$ cat src/rtl/alu_mc_if.sv
// alu_mc_if: request/result bundle between the control unit and the multi-cycle ALU.
interface alu_mc_if #(parameter int WIDTH = 8);
    logic             start;
    logic [2:0]       select;
    logic [WIDTH-1:0] data1;
    logic [WIDTH-1:0] data2;
    logic [WIDTH-1:0] result;
    logic             zero;
    logic             carry;
    logic             busy;
    logic             done;
    modport master (output start, select, data1, data2, input result, zero, carry, busy, done);
    modport slave (input start, select, data1, data2, output result, zero, carry, busy, done);
endinterface

$ cat src/rtl/alu_mc.sv
// alu_mc: clocked ALU with single-cycle logic/arith ops and multi-cycle shift-add multiply and shifter.
module alu_mc #(
    parameter int WIDTH   = 8,
    parameter int SHAMT_W = 3
) (
    input logic     clk,
    input logic     rst,
    alu_mc_if.slave bus
);
    localparam int CW = $clog2(WIDTH) + 1;
    localparam logic [0:0] IDLE = 1'b0, EXEC = 1'b1;
    localparam logic [2:0] OP_FWD = 3'b000, OP_ADD = 3'b001, OP_AND = 3'b010, OP_OR = 3'b011,
                           OP_SUB = 3'b100, OP_MUL = 3'b101, OP_SHF = 3'b110;
    localparam logic [1:0] SLL = 2'b00, SRL = 2'b01, SRA = 2'b10;
    logic [0:0]         state;
    logic               is_mul;
    logic [1:0]         mode;
    logic [CW-1:0]      cnt;
    logic [WIDTH-1:0]   mcand;
    logic [WIDTH-1:0]   sh;
    logic [2*WIDTH-1:0] acc;
    logic [WIDTH-1:0]   r1;
    logic               c1;
    logic               multi;
    logic [SHAMT_W-1:0] amt;
    logic [WIDTH:0]     sum;
    logic [2*WIDTH-1:0] acc_nx;
    logic [WIDTH-1:0]   sh_nx;
    logic               sh_co;
    logic [WIDTH-1:0]   fin_res;
    logic               fin_c;
    assign amt   = bus.data2[SHAMT_W-1:0];
    assign multi = (bus.select == OP_MUL) || (bus.select == OP_SHF && amt != '0);
    always_comb begin
        r1 = '0;
        c1 = 1'b0;
        case (bus.select)
            OP_FWD:  r1 = bus.data2;
            OP_ADD:  {c1, r1} = {1'b0, bus.data1} + {1'b0, bus.data2};
            OP_AND:  r1 = bus.data1 & bus.data2;
            OP_OR:   r1 = bus.data1 | bus.data2;
            OP_SUB:  {c1, r1} = {1'b0, bus.data1} - {1'b0, bus.data2};
            OP_SHF:  r1 = bus.data1;
            default: r1 = '0;
        endcase
    end
    // Multiplier keeps {partial product, remaining multiplier} in one register, shifting right each step.
    always_comb begin
        sum     = {1'b0, acc[2*WIDTH-1:WIDTH]} + (acc[0] ? {1'b0, mcand} : '0);
        acc_nx  = {sum, acc[WIDTH-1:1]};
        sh_co   = (mode == SLL) ? sh[WIDTH-1] : sh[0];
        sh_nx   = (mode == SLL) ? {sh[WIDTH-2:0], 1'b0} :
                  (mode == SRL) ? {1'b0, sh[WIDTH-1:1]} :
                  (mode == SRA) ? {sh[WIDTH-1], sh[WIDTH-1:1]} :
                                  {sh[0], sh[WIDTH-1:1]};
        fin_res = is_mul ? acc_nx[WIDTH-1:0] : sh_nx;
        fin_c   = is_mul ? |acc_nx[2*WIDTH-1:WIDTH] : sh_co;
    end
    always_ff @(posedge clk or posedge rst) begin
        if (rst) begin
            state      <= IDLE;
            is_mul     <= 1'b0;
            mode       <= '0;
            cnt        <= '0;
            mcand      <= '0;
            sh         <= '0;
            acc        <= '0;
            bus.result <= '0;
            bus.zero   <= 1'b0;
            bus.carry  <= 1'b0;
            bus.busy   <= 1'b0;
            bus.done   <= 1'b0;
        end else begin
            bus.done <= 1'b0;
            if (state == IDLE) begin
                if (bus.start && multi) begin
                    state    <= EXEC;
                    bus.busy <= 1'b1;
                    is_mul   <= bus.select == OP_MUL;
                    mode     <= bus.data2[WIDTH-1:WIDTH-2];
                    mcand    <= bus.data1;
                    acc      <= {{WIDTH{1'b0}}, bus.data2};
                    sh       <= bus.data1;
                    cnt      <= (bus.select == OP_MUL) ? CW'(WIDTH - 1) : CW'(amt) - CW'(1);
                end else if (bus.start) begin
                    bus.result <= r1;
                    bus.carry  <= c1;
                    bus.zero   <= r1 == '0;
                    bus.done   <= 1'b1;
                end
            end else begin
                acc <= acc_nx;
                sh  <= sh_nx;
                cnt <= cnt - CW'(1);
                if (cnt == '0) begin
                    state      <= IDLE;
                    bus.busy   <= 1'b0;
                    bus.done   <= 1'b1;
                    bus.result <= fin_res;
                    bus.carry  <= fin_c;
                    bus.zero   <= fin_res == '0;
                end
            end
        end
    end
endmodule

$ cat src/flat_wrapper.sv
// flat-port wrapper written by rule: the top's interface ports become plain ports
module alu_mc_flat 
#(
    parameter int WIDTH   = 8,
    parameter int SHAMT_W = 3
)
  (clk, rst, bus_start, bus_select, bus_data1, bus_data2, bus_result, bus_zero, bus_carry, bus_busy, bus_done);
  alu_mc_if #(.WIDTH(WIDTH)) bus_i ();
  input logic clk;
  input logic rst;
  input wire logic [$bits(bus_i.start)-1:0] bus_start;
  input wire logic [$bits(bus_i.select)-1:0] bus_select;
  input wire logic [$bits(bus_i.data1)-1:0] bus_data1;
  input wire logic [$bits(bus_i.data2)-1:0] bus_data2;
  output wire logic [$bits(bus_i.result)-1:0] bus_result;
  output wire logic [$bits(bus_i.zero)-1:0] bus_zero;
  output wire logic [$bits(bus_i.carry)-1:0] bus_carry;
  output wire logic [$bits(bus_i.busy)-1:0] bus_busy;
  output wire logic [$bits(bus_i.done)-1:0] bus_done;
  assign bus_i.start = bus_start;
  assign bus_i.select = bus_select;
  assign bus_i.data1 = bus_data1;
  assign bus_i.data2 = bus_data2;
  assign bus_result = bus_i.result;
  assign bus_zero = bus_i.zero;
  assign bus_carry = bus_i.carry;
  assign bus_busy = bus_i.busy;
  assign bus_done = bus_i.done;
  alu_mc #(.WIDTH(WIDTH), .SHAMT_W(SHAMT_W)) u_core (.clk(clk), .rst(rst), .bus(bus_i));
endmodule
$ cat config.mk
export PLATFORM = sky130hd
export DESIGN_NAME = alu_mc_flat
export DESIGN_NICKNAME = d
export VERILOG_FILES = /design/src/rtl/alu_mc_if.sv /design/src/rtl/alu_mc.sv /design/src/flat_wrapper.sv
export SDC_FILE = /design/constraint.sdc
export NUM_CORES = 1
export LEC_CHECK = 0
export ABC_AREA = 1
export CORE_ASPECT_RATIO = 1.2
export CORE_MARGIN = 4
export CORE_UTILIZATION = 54
export DETAILED_ROUTE_END_ITERATION = 8
export GPL_ROUTABILITY_DRIVEN = 0
export GPL_TIMING_DRIVEN = 1
export HOLD_SLACK_MARGIN = 0.03
export PLACE_DENSITY = 0.78
export SETUP_SLACK_MARGIN = 0.5
export SLEW_MARGIN = 20
export SYNTH_ARGS = -nofsm -noshare
export SYNTH_HDL_FRONTEND = slang
export SYNTH_SLANG_ARGS = --single-unit
$ cat constraint.sdc
create_clock -name clk -period 2.2 [get_ports clk]
set_input_delay 0.44 -clock clk [delete_from_list [all_inputs] [get_ports clk]]
set_output_delay 0.44 -clock clk [all_outputs]
set_load 0.05 [all_outputs]
Yosys cells after proc, flatten, opt, wreduce, memory -nomap -nowiden

Index checks and enable logic that the tools add are counted.

Flip-flop bits (word level): 52
Latch bits: 0
Output and inout port bits: 12
RAM bits: 0
ROM bits: 0
Memories: 0

Reduce and logical (&&, ||, !) cells: 15
Eq/ne operators: 10
Order comparisons: 0
Multipliers: 0
Add/subtract/negate cells: 5
Bitwise logic cells: 3
Shift-type cells: 0
Muxes and demuxes: 38
Divide/modulo/power cells: 0

Operators with widths:

| kind                                                | number |
|---|---|
| two-way mux 8 bit                                   | 11 |
| one-hot mux 8 bit (6 select lines)                  | 1 |
| two-way mux 16 bit                                  | 2 |
| two-way mux 1 bit                                   | 20 |
| logical NOT 8 bit                                   | 2 |
| two-way mux 4 bit                                   | 3 |
| adder 8 x 8 -> 9 bit                                | 1 |
| adder 8 x 9 -> 9 bit                                | 1 |
| equality test 3 bit, second input constant          | 3 |
| subtractor 8 x 8 -> 9 bit                           | 1 |
| AND 8 bit                                           | 1 |
| OR 8 bit                                            | 1 |
| OR reduction 8 bit                                  | 1 |
| equality test 3 x 2 -> 1 bit, second input constant | 2 |
| logical NOT 4 bit                                   | 1 |
| AND reduction 2 bit                                 | 2 |
| nonzero test 2 bit                                  | 2 |
| subtractor 3 x 1 -> 4 bit, second input constant    | 1 |
| subtractor 4 x 1 -> 4 bit, second input constant    | 1 |
| equality test 3 x 1 -> 1 bit, second input constant | 1 |
| logical NOT 3 bit                                   | 1 |
| AND reduction 3 bit                                 | 1 |
| nonzero test 3 bit                                  | 1 |
| equality test 2 x 1 -> 1 bit, second input constant | 1 |
| other kinds (8)                                     | 9 |

Logic depth before layout (Yosys ltp)

Depth after elaboration: 8
Gate-level depth with buffers: 19

Worst setup path after synthesis

OpenSTA, ideal clock, no wires.

Kind: flip-flop to flip-flop
From: reg u_core.acc[0]
To: reg u_core.bus.carry
Data arrival time: 1.993 ns
Stages on the path, launching flop included: 19
Setup slack: 0.090 ns
Data required time: 2.082 ns
Buffers on the path: 1
Cells stage by stage: dfrtp_1 > clkbuf_1 > nand2_1 > inv_1 > ha_1 > inv_1 > fa_1 > inv_1 > nand3_1 > nand2_1 > nand2_1 > nand2_1 > nand3_1 > nor2_1 > nand4_1 > nand2_1 > nand2_1 > nand2_1 > nand2_1

Word-level cells in the longest chain between the ends: 6

RTL lines:

| what                   | line            | text |
|---|---|---|
| start, declared        | alu_mc.sv:21    | `logic [2*WIDTH-1:0] acc;` |
| start signal, assigned | alu_mc.sv:82    | `acc <= {{WIDTH{1'b0}}, bus.data2};` |
| start signal, assigned | alu_mc.sv:92    | `acc <= acc_nx;` |
| two-way mux 8 bit      | alu_mc.sv:49    | `sum = {1'b0, acc[2*WIDTH-1:WIDTH]} + (acc[0] ? {1'b0, mcand} : '0);` |
| adder 8 x 9 -> 9 bit   | alu_mc.sv:49    |  |
| OR reduction 8 bit     | alu_mc.sv:57    | `fin_c = is_mul ? \|acc_nx[2*WIDTH-1:WIDTH] : sh_co;` |
| two-way mux 1 bit      | alu_mc.sv:57    |  |
| two-way mux 1 bit      | alu_mc.sv:95    | `if (cnt == '0) begin` |
| two-way mux 1 bit      | alu_mc.sv:75    | `if (state == IDLE) begin` |
| end signal, assigned   | alu_mc.sv:100   | `bus.carry <= fin_c;` |
| end, declared          | alu_mc_if.sv:13 | `modport slave (input start, select, data1, data2, output result, zero, carry, busy, done);` |

No other way between the ends. The select of a mux whose other input is x is not followed.
A chain may end at the register's enable or synchronous reset.

Worst setup path after layout

From: reg u_core.acc[0]
To: reg u_core.acc[13]

Word-level cells in the longest chain between the ends: 3

RTL lines:

| what                 | line |
|---|---|
| two-way mux 8 bit    | alu_mc.sv:49 |
| adder 8 x 9 -> 9 bit | alu_mc.sv:49 |
| two-way mux 16 bit   | alu_mc.sv:75 |

No other way between the ends.

==> metrics list <==
- First DRT Iteration DRCs: 374
* Clock-pin slew reported for the worst setup and hold paths after clock tree synthesis: between 0.1 and 0.15 ns
* Layout Skew: between 0.01 and 0.015 ns
* Crit-path max cell delay: 0.41 ns
- EDFF count, synth: 0
* Full die area: 9140 sq um
- The detail route stage leaves a number of antenna-violating nets equal to 0.
- Register bit count reported by yosys: 52
- Of the total power, registers draw 0.283.
* Core area: 7360 sq um
- STA classifies the critical path endpoint as a flop.
* Sequential-to-total area share from yosys stat: 0.314
- Site row count: 34
- Final clock period utilization by the worst path: 0.966
- GRT Total Usage: 0.295
* Max_cap viols: 0
* CTS tree: built
- Highest attainable clock frequency: around 0.47 GHz
* Antenna diode instance count: 0
- The critical path contains buffers and inverters numbering 7 combined.
- Average detailed-routed wire length per instance: 18.1 um
- STA classifies the critical path startpoint as a flop.
- Synthesis-to-finish area growth: 48.0%
- The number of nets handed over by synthesis was 664.
- For this design the total switching power over the nets is 2960 uW.
* Final slew viol count: 0
- The longest clock path from root to sink contains 2 buffers.
- Via count: about 5000
* Number of instances in the synthesized netlist: around 600
- Clock network fraction of design power: 0.100
- Final Util: 0.833
- Height of the die: 104 um
- Status: completed
- Switching fraction of total power: 0.493
- Syn Area/Cell: 6.85 sq um
* Number of global-route vias before repair: about 4800
* Final hold viol count: 0
- Drt drc: 0
- Number of distinct library cells after synthesis: 38
- Setup Crit Path Kind: flop to flop
- VDD sags by at most 0.000618 V.
* Total internal power: 3040 uW
- Timing analysis after detailed placement gives a worst setup slack of -0.423 ns.
* Sequential standard cell area: 1300 sq um
- Dividing the detail-routed via count by the number of cells gives 5.96.
* Final Routed Wirelength: around 15 mm
- Number of fill cells: 436
* Number of buffers inserted during clock tree synthesis: 5
* Cells along the critical path: buf_6 -> buf_6 -> buf_4 -> nand2_1 -> inv_1 -> ha_4 -> nand2_1 -> inv_1 -> nand2_1 -> nand2_1 -> nand2_1 -> nand2_1 -> buf_4 -> buf_4 -> a22o_1
- 34 I/O pins were placed.
- The smallest clock period supported by the final layout is computed as 2.13 ns.
* Cell area after synthesis: 4140 sq um
* Cell seen most often among critical-path stages: nand2_1
- Setup slack on the critical path of the routed design comes to 0.0741 ns.
* Remaining global-route overflow: 0
* Fraction of layout instances using a drive strength above 1: 0.369
- In this run the tool buffered the top-level ports with 33 buffer cells.
- Pin count of the biggest net entering global routing: 53
- Clock tree synthesis found a total of 52 sinks.
- Starting Density: 0.563
- Yosys printed 0 warnings.
* CP startpoint: u_core.acc[0]
- The net count of the finished layout is 796.
* Number of iterations in the first detailed-routing pass: 5
- For the worst setup path, the data arrival time is around 2.3 ns.
- In this run the most critical hold path is launched from bus_data2[2].
* DP Wirelength: roughly 9 mm
- Post-CTS Hold Buffers: 0
* First-pass GRT wire length: 21.5 mm
- On the critical path, the stage with the largest delay is an instance of dfrtp_1.
- STA puts the critical path data required time at 2.42 ns.
* FFs w/ async S/R, synth: 1.00
- The root buffer cell chosen for the clock tree is clkbuf_8.
- Cell family with most CP delay: buffers and inverters
* Tightest slew margin relative to the limit: 0.665
- Post-route total power: 6000 uW
* Hold Crit Class: input port to flop
- Dominant synthesized flop cell: dfrtp_1
- Power density over the cells: between 900 and 1000 nW/um^2
- Summed over all cells, the static leakage comes to about 0.0031 uW.
- The multi-input combinational cells in the finished layout cover a total of 2980 sq um.
* Measured slew at the worst slew-check pin: 0.504 ns
- Die extent in x: 87.9 um
- Of all nets on the critical path, the largest fanout is 5.
- Clock latency on the worst-skew pair, taken at its later pin, is 0.32 ns.
- Setup repair after global routing missed its margin: true
- Setup-violating endpoint count in the final report: 0
- Of the total power, combinational logic draws 0.617.
- The H-tree generated during clock tree synthesis spans 2 levels.
- In this run the critical register-to-register path is launched from u_core.acc[0].
* Antenna violations before repair: 0
## placed cells by master, fill, tap and decap left out, types with 12 or more instances in the layout
master,synthesis,routed
nand3_2,3,12
o21ai_0,42,30
dfrtp_1,52,51
nor2_1,50,41
nand2_1,181,156
inv_1,87,63
buf_6,1,22
nand2_2,2,23
o221ai_1,14,13
ha_4,0,19
buf_4,6,86
nand3_1,36,24
inv_2,11,28
## flip-flops by register name, indices dropped and copies added, names as in the netlist
register and cells:
u_core.bus.done 1, u_core.mode 2, u_core.sh 8, u_core.bus.result 8, u_core.bus.carry 1, u_core.is_mul 1
u_core.acc 16, u_core.state 1, u_core.mcand 8, u_core.bus.busy 1, u_core.bus.zero 1, u_core.cnt 4
## power groups by stage
stage               registers, uW  clock network (uW)  logic (uW)
global placement             1630                   0        2850
CTS                          1640                 595        3150
floorplan                    1920                   0        1710
finish                       1700                 601        3700
global route                 1730                 631        4030
detailed placement           1650                   0        2920
## cells in the mapped netlist (8+ instances only)
master / number / area (sq um)
o22ai_1: 8 / 50.1
nand2_1: 181 / 679
inv_2: 11 / 41.3
nand3_1: 36 / 180
o221ai_1: 14 / 123
nor2_1: 50 / 188
inv_1: 87 / 327
a21oi_1: 22 / 110
nand4_1: 10 / 62.6
dfrtp_1: 52 / 1300
o21ai_0: 42 / 210
ha_1: 35 / 438
## what timing repair did
item | in CTS | in global routing
setup endpoints to repair | 64 | 53
resized for setup | 136 | 116
setup buffers | 19 | 17
cloned | 2 | 1
pin swaps | 42 | 69
## layout make-up
cell class                      count  area share
Clock buffer                        5      0.0112
Clock inverter                      3     0.00429
Inverter                           98      0.0633
Multi-Input combinational cell    437       0.486
Sequential cell                    52       0.213
Tap cell                           90      0.0184
Timing Repair Buffer              142       0.204
## metal layers
layer | global-route usage | part of all wire | vias up
met4 | 0.183 | 0.070 | 0
met1 | 0.329 | 0.35 | 2306
met3 | 0.0301 | 0.067 | 106
met5 | 0 | 0 | -
met2 | 0.520 | 0.51 | 299
li1 | - | - | 2220
## kinds of logic after synthesis
| kind of cell | share of synthesized area |
|---|---|
| AOI/OAI and AO/OA | 0.148 |
| and+or+nand+nor | 0.301 |
| xor gates and xnor gates | 0.00212 |
| buffers and inverters | 0.114 |
| adders and majority gates | 0.120 |
| DFF | 0.314 |
## tightest hold or removal path: stages
cell      delay (ns)
buf_6           0.08
buf_4           0.10
nand2_1         0.04
o221ai_1        0.05
## path summary, 6_finish.rpt
kind                                   endpoint  slack (ns)  cells after the start
worst min-delay path              u_core.acc[2]        0.44                      4
worst max-delay path             u_core.acc[13]        0.07                     15
worst max register to register   u_core.acc[13]        0.07                     15
min in group asynchronous       u_core.mcand[6]        0.47                      3
max in group asynchronous       u_core.bus.busy        1.48                      3
worst min register to register  u_core.mcand[2]        0.48                      2
## stage by stage
stage / hold WS, ns / cells / instance area (sq um) / TNS, ns
global route: 0.459 / 827 / 6130 / -0.0726
detailed placement: 0.459 / 780 / 5080 / -13.86
finish: 0.438 / 827 / 6130 / 0
CTS: 0.483 / 809 / 5650 / 0
floorplan: 0.442 / 604 / 4200 / 0
global placement: 0.454 / 780 / 5080 / -8.23
Power figures use the tool's default switching activity.
